`src/rtl/fetch_ctrl.sv`:
```
// -----------------------------------------------------------------------------
// fetch_ctrl -- instruction fetch controller
//
// Issues one instruction-memory request at a time, holds the returned word for
// decode, and steers the fetch stream on taken branches/jumps from execute.
//
// Optional feature macro: FETCH_MISALIGN_CHECK_EN
//   defined   : a redirect target with redirect_pc[1:0]!=0 is word-aligned
//               before loading and misalign_exc pulses for one cycle.
//   undefined : redirect target loaded as-is, misalign_exc tied low.
//
// Ports
//   clock, reset            : rising-edge clock, async active-high reset
//   redirect_valid/_pc      : taken branch/jump and its target
//   stall                   : decode not ready, held instruction not consumed
//   if_req/if_addr          : fetch request and address to instruction memory
//   if_ack/if_rdata         : memory accept, instruction word valid with ack
//   inst_valid/inst/inst_pc : instruction held for decode and its address
//   misalign_exc            : one-cycle pulse for a misaligned redirect target
// -----------------------------------------------------------------------------
module fetch_ctrl #(
  parameter logic [63:0] RESET_PC = 64'h0000_0000_8000_0000
) (
  input  logic        clock,
  input  logic        reset,
  input  logic        redirect_valid,
  input  logic [63:0] redirect_pc,
  input  logic        stall,
  output logic        if_req,
  output logic [63:0] if_addr,
  input  logic        if_ack,
  input  logic [31:0] if_rdata,
  output logic        inst_valid,
  output logic [31:0] inst,
  output logic [63:0] inst_pc,
  output logic        misalign_exc
);

  typedef enum logic [1:0] {
    S_IDLE = 2'd0,
    S_REQ  = 2'd1,
    S_DROP = 2'd2,
    S_OUT  = 2'd3
  } state_t;

  state_t      r_state;
  state_t      w_next;
  logic [63:0] r_pc;       // address of the request in flight / next request
  logic [63:0] r_tgt;      // redirect target parked while a stale request drains
  logic [31:0] r_inst;
  logic [63:0] r_inst_pc;
  logic [63:0] w_redir_pc;

`ifdef FETCH_MISALIGN_CHECK_EN
  logic r_misalign;

  assign w_redir_pc = {redirect_pc[63:2], 2'b00};

  always_ff @(posedge clock or posedge reset) begin
    if (reset) r_misalign <= 1'b0;
    else       r_misalign <= redirect_valid && (redirect_pc[1:0] != 2'b00);
  end

  assign misalign_exc = r_misalign;
`else
  assign w_redir_pc   = redirect_pc;
  assign misalign_exc = 1'b0;
`endif

  // State register
  always_ff @(posedge clock or posedge reset) begin
    if (reset) r_state <= S_IDLE;
    else       r_state <= w_next;
  end

  // Next-state logic; redirect outranks ack and stall everywhere
  always_comb begin
    w_next = r_state;
    case (r_state)
      S_IDLE: w_next = S_REQ;
      S_REQ: begin
        if (redirect_valid) w_next = if_ack ? S_REQ : S_DROP;
        else if (if_ack)    w_next = S_OUT;
      end
      // The stale request must finish its handshake before the new address
      // goes out; a redirect coincident with that ack becomes the new pc.
      S_DROP: begin
        if (if_ack) w_next = S_REQ;
      end
      S_OUT: begin
        if (redirect_valid || !stall) w_next = S_REQ;
      end
      default: w_next = S_IDLE;
    endcase
  end

  // Output logic
  always_comb begin
    if_req     = 1'b0;
    inst_valid = 1'b0;
    case (r_state)
      S_REQ, S_DROP: if_req     = 1'b1;
      S_OUT:         inst_valid = 1'b1;
      default: ;
    endcase
  end

  assign if_addr = r_pc;
  assign inst    = r_inst;
  assign inst_pc = r_inst_pc;

  // Datapath: pc, parked target, held instruction
  always_ff @(posedge clock or posedge reset) begin
    if (reset) begin
      r_pc      <= RESET_PC;
      r_tgt     <= '0;
      r_inst    <= '0;
      r_inst_pc <= '0;
    end else begin
      case (r_state)
        S_IDLE: begin
          if (redirect_valid) r_pc <= w_redir_pc;
        end
        S_REQ: begin
          if (redirect_valid) begin
            // Keep if_addr steady mid-handshake; park the target instead.
            if (if_ack) r_pc  <= w_redir_pc;
            else        r_tgt <= w_redir_pc;
          end else if (if_ack) begin
            r_inst    <= if_rdata;
            r_inst_pc <= r_pc;
          end
        end
        S_DROP: begin
          if (redirect_valid) begin
            if (if_ack) r_pc  <= w_redir_pc;
            else        r_tgt <= w_redir_pc;
          end else if (if_ack) begin
            r_pc <= r_tgt;
          end
        end
        S_OUT: begin
          if (redirect_valid) r_pc <= w_redir_pc;
          else if (!stall)    r_pc <= r_pc + 64'd4;  // wraps modulo 2^64
        end
        default: ;
      endcase
    end
  end

endmodule

```
`config.mk`:
```
export PLATFORM = sky130hd
export DESIGN_NAME = fetch_ctrl
export DESIGN_NICKNAME = d
export VERILOG_FILES = /design/src/rtl/fetch_ctrl.sv
export SDC_FILE = /design/constraint.sdc
export NUM_CORES = 1
export LEC_CHECK = 0
export ABC_AREA = 1
export CAP_MARGIN = 30
export CORE_MARGIN = 2
export CORE_UTILIZATION = 40
export CTS_CLUSTER_SIZE = 8
export DETAILED_ROUTE_END_ITERATION = 8
export MAX_ROUTING_LAYER = met4
export SKIP_CTS_REPAIR_TIMING = 1
export SLEW_MARGIN = 20
export SYNTH_ARGS = -nofsm -noshare
export SYNTH_HDL_FRONTEND = slang
export SYNTH_SLANG_ARGS = --single-unit
```
`constraint.sdc`:
```
create_clock -name clock -period 9 [get_ports clock]
set_input_delay 0.9 -clock clock [delete_from_list [all_inputs] [get_ports clock]]
set_output_delay 0.9 -clock clock [all_outputs]
set_load 0.005 [all_outputs]
```
## Word level (Yosys, flattened, before mapping)

Cells that the tools add are included.

| word-level totals | value |
|---|---|
| bits in registers | 226 |
| input bits | 101 |
| output and inout bits | 163 |
| word-level logic and storage cells | 42 |

| cells by class | value |
|---|---|
| add/subtract/negate cells | 1 |
| equality and inequality tests | 10 |
| muxes and demuxes | 16 |
| bitwise logic cells | 2 |
| reduce and logical (&&, ||, !) cells | 8 |

Operators by type and width:

| operator | number |
|---|---|
| 64-bit two-way mux | 7 |
| 64-bit one-hot mux with 4 select lines | 1 |
| 64-bit by 3-bit adder with 64-bit output, second input constant | 1 |
| 2-bit two-way mux | 5 |
| 3-bit != test, second input constant | 3 |
| 3-bit AND reduction | 3 |
| 2-bit != test, second input constant | 4 |
| 2-bit one-hot mux with 4 select lines | 1 |
| 2-bit == test, second input constant | 2 |
| 4-bit AND reduction | 1 |
| 2-bit by 1-bit == test with 1-bit output, second input constant | 1 |
| 2-bit logical NOT | 1 |
| 1-bit two-way mux | 2 |
| 1-bit NOT | 2 |
| 2-bit OR reduction | 1 |
| 1-bit logical NOT | 1 |
| 1-bit logical OR | 1 |

## Logic depth before layout (Yosys ltp)

Gate-level depths: netlist (run 1).

| logic depth | value |
|---|---|
| word-level depth | 4 |
| depth in mapped cells | 13 |
| gate-level depth less buffers | 13 |

## Least setup slack after synthesis (run 1)

No wires, ideal clock.

| timing path | value |
|---|---|
| path type | input port to flip-flop |
| from | input port if_ack |
| to | register r_tgt[6] |
| arrival time | 1.923 ns |
| data required time | 8.875 ns |
| setup slack | 6.953 ns |
| stages | 5 |
| path through | clkbuf_1 inv_1 nand3_1 buf_2 mux2_2 |

| on the way | value |
|---|---|
| word-level cells in the longest chain between the ends | 2 |

Ends and longest elaborated chain:

| element | RTL line | source |
|---|---|---|
| start, declared | 31 | `input logic if_ack,` |
| 1-bit NOT (no source line) | n/a |  |
| 3-bit AND reduction (no source line) | n/a |  |
| end signal, assigned | 128 | `else r_tgt <= w_redir_pc;` |
| end signal, assigned | 137 | `else r_tgt <= w_redir_pc;` |
| end, declared | 49 | `logic [63:0] r_tgt;` |

No other way between the ends.
A chain may end at the register's enable or synchronous reset.

## Worst setup path after layout (run 1)

| timing path | value |
|---|---|
| from | input port redirect_valid |
| to | register r_pc[5] (netlist: if_addr[5]) |

| on the way | value |
|---|---|
| word-level cells in the longest chain between the ends | 2 |
| elaborated cells between the ends (all ways) | 8 |

Ends and longest elaborated chain:

| element | RTL line | source |
|---|---|---|
| start, declared | 26 | `input logic redirect_valid,` |
| 3-bit != test (no source line), or another cell as far along | n/a |  |
| 4-bit AND reduction (no source line) or 64-bit one-hot mux with 4 select lines (tied branches) | n/a |  |
| end signal, assigned | 122 | `if (redirect_valid) r_pc <= w_redir_pc;` |
| end signal, assigned | 127 | `if (if_ack) r_pc <= w_redir_pc;` |
| end signal, assigned | 136 | `if (if_ack) r_pc <= w_redir_pc;` |
| end, declared | 48 | `logic [63:0] r_pc;` |

Several ways; a longest one is shown, not always the timed one.

==> metrics.csv, run 1 <==
stage,metric,value,unit
detailed_routing,routedWlPerCell,18.2,um
final_layout,multiInputGateArea,6130,um^2
place,place_area,15700,um^2
synth,syn_area,12800,um^2
timing,fin_ws,5.10,ns
place,dp_slack,4.63,ns
detailed_routing,drtPass1Iterations,5,
global_routing,grt_pass1_vias,12200,
critical_path,cp-end-kind,register,
clock_tree,cts_htree_levels,2,
detailed_routing,viasPerCell,5.25,
global_routing,grt_pass1_wl,69600,um
critical_path,worst_path_most_repeated_cell,inv_2,
synth,synth_edf_count,0,
global_routing,grt_start_max_net_pins,112,
clock_tree,clock-root-buffer,clkbuf_16,
job,cap_viol_max_count,0,
final_layout,seqCellArea,5660,um^2
critical_path,worstPathArrival,4.31,ns
synth,yosysSeqAreaShare,44.0,%
final_layout,fill_cells,3095,
status,status,"complete, no violations",
final_layout,finalInstanceArea,16700,um^2
timing,worst_slew_pin_slew,0.923,ns
timing,setup_viol,0,
critical_path,critical_path_peak_fanout,57,
timing,clock_skew,0.0106,ns
timing,holdWs,0.481,ns
final_layout,drive_above_1_share,5.39,%
power,power_density,330,nW/um^2
floorplan,fp.dieH,183,um
clock_tree,cts_buffer_depth,3,
place,dpl.cell_count,2400,
global_routing,gr-total-overflow,0,
global_routing,antenna_found_initial,2,
timing,fmax,0.256,GHz
clock_tree,clk_latency,0.50,ns
place,gp_congestion,0.949,
clock_tree,path_clk_slew,0.05,ns
detailed_routing,vias,12800,
synth,synth_fp_nets,1918,
synth,synth_seq_cells,226,
clock_tree,cts_buffers,34,
clock_tree,clock-sinks,226,
synth,synthCells,1811,
synth,synth.avg_cell_area,7.09,um^2
synth,synth_top_cells_by_area,"dfrtp_1, nand2_1, o21ai_0, inv_1, a21oi_1",
floorplan,dieArea,33600,um^2
critical_path,required,9.41,ns
floorplan,die_w,183,um
global_routing,grtUsageTotal,27.3,%
detailed_routing,drt-initial-drc-count,1096,
timing,slew_headroom,38.3,%
floorplan,io_pins,264,
power,leakagePower,7.70,nW
synth,async_reset_ff_share,100,%
detailed_routing,drc,0,
final_layout,nNetsFinal,2142,
clock_tree,cts_tree,built,
floorplan,initial_utilization,40.7,%
critical_path,critPathKind,in -> reg,
detailed_routing,drt-total-wl,44600,um
final_layout,stdcell_count,2446,
place,dp_hpwl,31600,um
critical_path,crit_chain,clkdlybuf4s50_1 > inv_2 > nand2_2 > inv_2 > nand2_1 > nand2_4 > buf_4 > inv_2 > nand2_1 > a31oi_1 > o21ai_0,
power,finalPower,5.50,mW
final_layout,final_util,52.8,%
critical_path,cp_slowest_cell,clkdlybuf4s50_1,
timing,slew_viol_final,0,
timing,period_share,43.3,%
floorplan,core_area,31600,um^2
synth,yosysTopAreaCellShare,43.8,%
final_layout,syn_to_final_growth,29.6,%
synth,netlist-cell-type-count,33,
synth,yosys.area.top_type,dfrtp_1,
timing,tns,0,ns
timing,hold_viol,0,
synth,ys_warn_count,0,
timing,rsz0062_at_grt,false,
synth,synth-main-ff-cell,dfrtp_1,
critical_path,slowest_delay,0.64,ns
floorplan,rows,65,
timing,layout_min_cycle_time,3.90,ns
hold_path,hold_path.class,reg -> reg,
detailed_routing,ant_nets,0,
power,ir_drop,0.147,mV
critical_path,startpoint_type,input pin,
place,port_buffers,262,
[synthesized netlist by cell type, drive strengths merged, types with 3 or more instances]
cell      n
a21oi   122
buf      39
nand3    78
ha        6
nand2   613
dfrtp   225
a32oi     3
inv     193
mux2     37
o211ai   33
o22ai    19
clkbuf   45
nand4     6
a21boi    5
a22oi     6
nor2    158
xor2      7
o21ai   209
[worst max-delay path, delay by kind of cell]
family	cells	cell delay, ns
AO/OA/AOI/OAI	2	0.25
buffers and inverters	5	2.06
AND/OR/NAND/NOR	4	1.00
[routing by layer]
metal / routed length (um) / global-route usage, %
met1: 20300 / 37.7
met4: 781 / 6.50
met2: 20800 / 43.3
met5: 0 / -
met3: 2680 / 3.10
[flip-flops by register name, indices dropped and copies added, names as in the netlist]
signal and count:
r_state 2, r_tgt 64, inst 32, if_addr 64, inst_pc 64
[cell families (layout without fill, tap and decap cells)]
logic type / after synthesis / after routing / share of synthesized area, %
and+or+nand+nor: 858 / 858 / 26.3
AOI/OAI and AO/OA: 398 / 398 / 16.7
buffers and inverters: 277 / 508 / 8.55
DFF: 226 / 226 / 44.0
muxes: 37 / 37 / 3.24
xor gates and xnor gates: 8 / 8 / 0.545
adders and majority gates: 6 / 6 / 0.584
other: 1 / 3 / 0.0292
[final cells by class]
cell class              instances  area share (%)
well taps                     402            3.02
inverters                     193            4.40
multi-input cells            1308            36.8
clock inverters                 2          0.0977
repair buffers                272            16.3
clock buffers                  41            5.39
flip-flops and latches        226            34.0
diodes                          2          0.0301
[path summary, 6_finish.rpt]
kind / startpoint / endpoint / cells after the start / slack (ns)
worst max-delay path: redirect_valid / if_addr[5]$_DFFE_PP0P_ / 11 / 5.10
worst min-delay path: inst_pc[47]$_DFFE_PP0P_ / inst_pc[47]$_DFFE_PP0P_ / 2 / 0.48
worst max register to register: r_state[1]$_DFFE_PP0P_ / if_addr[5]$_DFFE_PP0P_ / 11 / 5.60
worst min register to register: inst_pc[47]$_DFFE_PP0P_ / inst_pc[47]$_DFFE_PP0P_ / 2 / 0.48
max in group asynchronous: reset / if_addr[19]$_DFFE_PP0P_ / 3 / 6.64
min in group asynchronous: reset / inst_pc[2]$_DFFE_PP0P_ / 2 / 0.94
[power by group]
part | internal [mW] | switching [mW]
Combinational | 1.15 | 1.26
Clock | 0.693 | 0.448
Sequential | 1.50 | 0.452
[cells in the final DEF (no fill, tap or decap)]
cell type	count
a21boi_1	5
a21oi_1	122
a22oi_1	6
a31oi_1	1
a32oi_1	3
buf_12	1
buf_4	9
clkbuf_1	6
clkbuf_16	35
clkdlybuf4s50_1	262
clkinvlp_4	1
conb_1	1
dfrtp_1	225
dfstp_2	1
diode_2	2
ha_1	5
ha_4	1
inv_1	184
inv_2	8
inv_6	1
inv_8	1
mux2_2	37
nand2_1	606
nand2_2	5
nand2_4	2
nand3_1	77
nand3_4	1
nand4_1	6
nor2_1	152
nor2_2	4
nor2_4	2
nor3_1	1
nor4_1	2
o211ai_1	33
o21ai_0	197
o21ai_1	11
o21ai_4	1
o22ai_1	19
xnor2_1	1
xor2_1	7
No activity file was read; power rests on OpenSTA's default activity.
==> run 2, diff against run 1 <==
clock period = 4 ns   (was 9 ns; I/O delays follow)
==> run 2 against run 1 <==
The run now ends with DRC left. Wire length grew 1.7%. Hold slack got worse by 0.057 ns. Sequential power up 130%. Largest power group unchanged. First-iteration DRC count is 0.91% lower. Register-to-register slack worse by 4.2 ns. Die area is the same. Count of clock-buffer cells in the layout up 2. Clock skew rose by 0.0023 ns. Worst setup slack got worse by 3.7 ns. Highest routed layer unchanged.
==> metrics.csv, run 2 (synthesis gave the netlist of run 1 again) <==
stage,metric,value,unit,change
status,status,finished with violations,,
status,violations,DRC,,
critical_path,cp-end-kind,register,,
timing,fmax,0.383,GHz,
timing,layout_min_cycle_time,2.61,ns,
timing,rsz0062_at_grt,false,,
detailed_routing,routedWlPerCell,18.5,um,+1.3%
power,netSwitchingPower,4.89,mW,+130%
detailed_routing,drc,4,,+4
place,dp_slack,0.949,ns,-3.68 ns
critical_path,r2r_cells,11,,unchanged
detailed_routing,ant_nets,0,,unchanged
clock_tree,cts_htree_levels,2,,unchanged
power,power_density,749,nW/um^2,+130%
timing,worst_slew_pin_slew,0.917,ns,-0.00588 ns
power,clkPwrFrac,21.7,%,+1.0 points
place,port_buffers,262,,unchanged
critical_path,r2r_start,r_state[1]$_DFFE_PP0P_,,
power,ir_drop,0.387,mV,+160%
clock_tree,cts_buffer_depth,3,,unchanged
final_layout,nNetsFinal,2152,,+0.47%
global_routing,gr-total-overflow,0,,unchanged
final_layout,most-common-layout-cells,"nand2_1, clkdlybuf4s50_1, dfrtp_1, o21ai_0, inv_1",,
floorplan,initial_utilization,40.7,%,unchanged
detailed_routing,drt-total-wl,45400,um,+1.7%
power,p_int,7.70,mW,+130%
detailed_routing,drt-initial-drc-count,1086,,-0.91%
global_routing,grtUsageTotal,27.7,%,+0.40 points
place,dp_hpwl,32200,um,+1.8%
timing,slew_headroom,38.9,%,+0.54 points
timing,period_share,65.3,%,
clock_tree,cts_tree,built,,
clock_tree,clk_latency,0.51,ns,about the same
final_layout,seqCellArea,5660,um^2,unchanged
clock_tree,clock-sinks,226,,unchanged
clock_tree,cts_buffers,34,,unchanged
detailed_routing,viasPerCell,5.31,,+1.2%
timing,slew_viol_final,0,,unchanged
critical_path,startpoint_type,input pin,,
final_layout,multiInputGateArea,6120,um^2,-0.20%
timing,tns,0,ns,unchanged
hold_path,hold_path.class,in -> async,,
floorplan,rows,65,,unchanged
power,leakagePower,7.80,nW,+1.2%
final_layout,layout_commonest_cell,nand2_1,,
timing,setup_viol,0,,unchanged
global_routing,grt_pass1_wl,70600,um,+1.5%
critical_path,critPathKind,in -> reg,,
floorplan,core_area,31600,um^2,unchanged
place,gp_congestion,0.960,,+1.1%
detailed_routing,drtPass1Iterations,9,,+4
power,seq_power_share,34.9,%,-0.6 points
timing,hold_viol,0,,unchanged
final_layout,fill_cells,3050,,-1.5%
clock_tree,clock-root-buffer,clkbuf_16,,
floorplan,io_pins,264,,unchanged
final_layout,syn_to_final_growth,30.9,%,
power,share_comb_of_total_power,43.4,%,-0.4 points
job,cap_viol_max_count,0,,unchanged
global_routing,grt_start_max_net_pins,157,,+40%
timing,clock_skew,0.0129,ns,+0.00229 ns
clock_tree,path_clk_slew,0.05,ns,about the same
floorplan,dieArea,33600,um^2,unchanged
power,swShare,38.9,%,-0.38 points
critical_path,r2r-end,if_addr[56]$_DFFE_PP0P_,,
critical_path,worstPathArrival,3.06,ns,-1.25 ns
critical_path,critical_path_peak_fanout,32,,-44%
global_routing,grt_pass1_vias,12400,,+1.8%
final_layout,diodes,0,,-2
critical_path,required,4.45,ns,-4.96 ns
floorplan,fp.dieH,183,um,unchanged
detailed_routing,vias,13000,,+1.5%
timing,fin_ws,1.39,ns,-3.71 ns
final_layout,drive_above_1_share,5.89,%,+0.51 points
floorplan,die_w,183,um,unchanged
global_routing,antenna_found_initial,0,,-2
critical_path,r2r_setup_slack,1.44,ns,-4.16 ns
==> run 2: cell type report <==
cell class	count	area share, %
Sequential cell	226	33.6
Tap cell	402	2.99
Multi-Input combinational cell	1308	36.4
Clock inverter	1	0.179
Clock buffer	43	5.70
Timing Repair Buffer	282	16.8
Inverter	193	4.33
==> run 2: per-stage QoR <==
step                power [mW]  utilization (%)  area, um^2  hold slack [ns]  cells
floorplan                 7.04                -       12900            0.448   1811
CTS                       12.7             53.3       16800            0.441   2455
global route              13.5             53.3       16800            0.481   2455
detailed placement        9.87             50.2       15800            0.472   2411
global placement          9.77             50.2       15800            0.466   2411
finish                    12.6             53.3       16800            0.424   2455
==> run 2: how the worst max path moves through the flow <==
stage                                    to  slack (ns)  depth (start not counted)                   start
CTS                 if_addr[56]$_DFFE_PP0P_        1.45                         11  r_state[1]$_DFFE_PP0P_
global placement    if_addr[28]$_DFFE_PP0P_        0.99                         10          redirect_valid
global route        if_addr[55]$_DFFE_PP0P_        1.23                         11  r_state[1]$_DFFE_PP0P_
detailed placement  if_addr[31]$_DFFE_PP1P_        0.95                         10          redirect_valid
floorplan            if_addr[0]$_DFFE_PP0P_        0.65                          1                   reset
finish              if_addr[31]$_DFFE_PP1P_        1.39                         10          redirect_valid
==> run 2: critical path, stage by stage <==
cell	delay [ns]
clkdlybuf4s50_1	0.67
inv_2	0.45
nand2_2	0.30
inv_2	0.12
buf_4	0.40
buf_4	0.37
nand3_1	0.13
nand2_1	0.08
nand2_1	0.05
nand2_1	0.05
==> run 2: layer usage <==
layer	vias up	part of all wire, %	wire length [um]	track usage, %
met5	-	0	0	-
met4	0	2.5	1120	8.10
met3	79	6.4	2890	3.75
met2	484	47	21300	44.2
met1	6175	44	20000	37.1
li1	6294	-	-	-
==> run 2: power by group through the flow <==
stage | Combinational, mW | Sequential, mW | Clock [mW]
global route | 6.10 | 4.54 | 2.88
CTS | 5.49 | 4.38 | 2.78
detailed placement | 5.47 | 4.40 | 0
floorplan | 2.88 | 4.16 | 0
global placement | 5.39 | 4.38 | 0
finish | 5.47 | 4.39 | 2.73
==> run 3, diff against run 2 <==
clock period = 2.51 ns   (was 4 ns; I/O delays follow)
==> run 3 against run 2 <==
Largest power group unchanged. Sequential share of layout area down 0.52 points. Combinational power rose by 66%. The flow now finishes without violations. Register-to-register slack worse by 1.2 ns. Critical path type is now reg -> reg.
==> metrics.csv, run 3 (synthesis gave the netlist of run 1 again) <==
stage,metric,value,unit,change
final_layout,multiInputGateArea,6120,um^2,unchanged
clock_tree,cts_tree,built,,
power,leakagePower,7.93,nW,+1.7%
timing,worst_slew_pin_slew,0.606,ns,-0.311 ns
timing,rsz0062_at_grt,false,,
timing,fmax,0.449,GHz,
floorplan,dieArea,33600,um^2,unchanged
detailed_routing,drc,0,,-4
job,cap_viol_max_count,0,,unchanged
clock_tree,clk_latency,0.51,ns,about the same
global_routing,grt_start_max_net_pins,68,,-57%
clock_tree,cts_buffers,34,,unchanged
timing,clock_skew,0.0181,ns,+0.00525 ns
critical_path,critPathKind,reg -> reg,,
detailed_routing,drt-total-wl,46300,um,+2.0%
timing,slew_viol_final,0,,unchanged
clock_tree,clock-sinks,226,,unchanged
final_layout,syn_to_final_growth,33.0,%,
final_layout,final_util,54.1,%,+0.84 points
critical_path,cp-end-kind,register,,
floorplan,initial_utilization,40.7,%,unchanged
critical_path,critical_path_peak_fanout,41,,+28%
status,status,"complete, no violations",,
detailed_routing,ant_nets,0,,unchanged
final_layout,fill_cells,2994,,-1.8%
floorplan,fp.dieH,183,um,unchanged
critical_path,startpoint,r_state[1]$_DFFE_PP0P_,,
clock_tree,path_clk_slew,0.05,ns,about the same
hold_path,hold_path.class,in -> async,,
detailed_routing,vias,13300,,+1.8%
final_layout,nNetsFinal,2174,,+1.0%
timing,layout_min_cycle_time,2.23,ns,
detailed_routing,routedWlPerCell,18.7,um,+1.1%
critical_path,worstPathArrival,2.62,ns,-0.44 ns
clock_tree,clock-root-buffer,clkbuf_16,,
floorplan,rows,65,,unchanged
timing,hold_viol,0,,unchanged
place,gp_congestion,0.988,,+3.0%
timing,setup_viol,0,,unchanged
final_layout,seqCellArea,5660,um^2,unchanged
final_layout,drive_above_1_share,6.85,%,+0.95 points
place,dpl.cell_count,2433,,+0.91%
global_routing,antenna_found_initial,1,,+1
timing,holdWs,0.160,ns,-0.265 ns
final_layout,stdcell_count,2477,,+0.90%
clock_tree,cts_htree_levels,2,,unchanged
floorplan,core_area,31600,um^2,unchanged
final_layout,most-common-layout-cells,"nand2_1, clkdlybuf4s50_1, dfrtp_1, o21ai_0, inv_1",,
power,finalPower,20.3,mW,+61%
critical_path,startpoint_type,register,,
final_layout,layout_commonest_cell,nand2_1,,
timing,period_share,88.7,%,
floorplan,io_pins,264,,unchanged
timing,slew_headroom,59.6,%,+21 points
critical_path,r2r_start,r_state[1]$_DFFE_PP0P_,,
place,dp_hpwl,33200,um,+3.0%
global_routing,grt_pass1_vias,13100,,+5.7%
detailed_routing,viasPerCell,5.35,,+0.85%
global_routing,grtUsageTotal,28.8,%,+1.1 points
floorplan,die_w,183,um,unchanged
global_routing,gr-total-overflow,0,,unchanged
clock_tree,cts_buffer_depth,3,,unchanged
global_routing,grt_pass1_wl,73500,um,+4.0%
place,port_buffers,262,,unchanged
detailed_routing,drt-initial-drc-count,1167,,+7.5%
power,ir_drop,0.506,mV,+31%
power,power_density,1190,nW/um^2,+59%
critical_path,required,2.90,ns,-1.55 ns
detailed_routing,drtPass1Iterations,5,,-4
-- run 3: cell count changes in the layout (fill, tap and decap cells not counted), sizes merged --
cell and delta:
diode +1, buf +22, clkbuf -2, inv +1
-- run 3: area by class of cell --
cell class | count | area share, %
repair buffers | 304 | 18.3
inverters | 193 | 4.26
clock inverters | 2 | 0.227
well taps | 402 | 2.94
diodes | 1 | 0.0146
flip-flops and latches | 226 | 33.1
clock buffers | 41 | 5.32
multi-input cells | 1308 | 35.8
-- run 3: worst max-delay path: stages, from the launching register on --
cell,delay [ns]
dfrtp_1,0.39
inv_1,0.10
ha_1,0.22
inv_2,0.17
o21ai_4,0.12
nand2_1,0.07
buf_4,0.47
o211ai_1,0.15
a21oi_1,0.19
nand2_1,0.07
nand2_1,0.06
nand2_1,0.05
-- run 3: metrics by stage --
stage | instance area (um^2) | TNS (ns) | setup slack [ns]
2_1_floorplan | 12900 | -155.74 | -0.692
3_3_place_gp | 16100 | 0 | 0.354
3_5_place_dp | 16100 | 0 | 0.340
4_1_cts | 17100 | 0 | 0.331
5_1_grt | 17100 | 0 | 0.144
6_report | 17100 | 0 | 0.284
-- run 3: layer usage --
metal	vias up	share of wire [%]	wire, um	global-route usage (%)
met4	0	2.6	1220	8.54
met5	-	0	0	-
met3	83	7.5	3450	4.67
met2	521	47	21600	45.5
li1	6325	-	-	-
met1	6332	43	20100	38.3
-- run 3: power by group --
group | switching [mW] | internal, mW
clock | 1.62 | 2.61
sequential | 1.62 | 5.38
combinational | 4.70 | 4.38
-- run 3: final timing paths --
path	to	slack, ns	cells after the start
max	if_addr[50]$_DFFE_PP0P_	0.28	11
min	inst[29]$_DFFE_PP0P_	0.16	2
max reg2reg	if_addr[50]$_DFFE_PP0P_	0.28	11
min reg2reg	inst_pc[20]$_DFFE_PP0P_	0.48	2
max in group asynchronous	if_addr[31]$_DFFE_PP1P_	1.60	3
min in group clock	r_tgt[5]$_DFFE_PP0P_	0.34	3
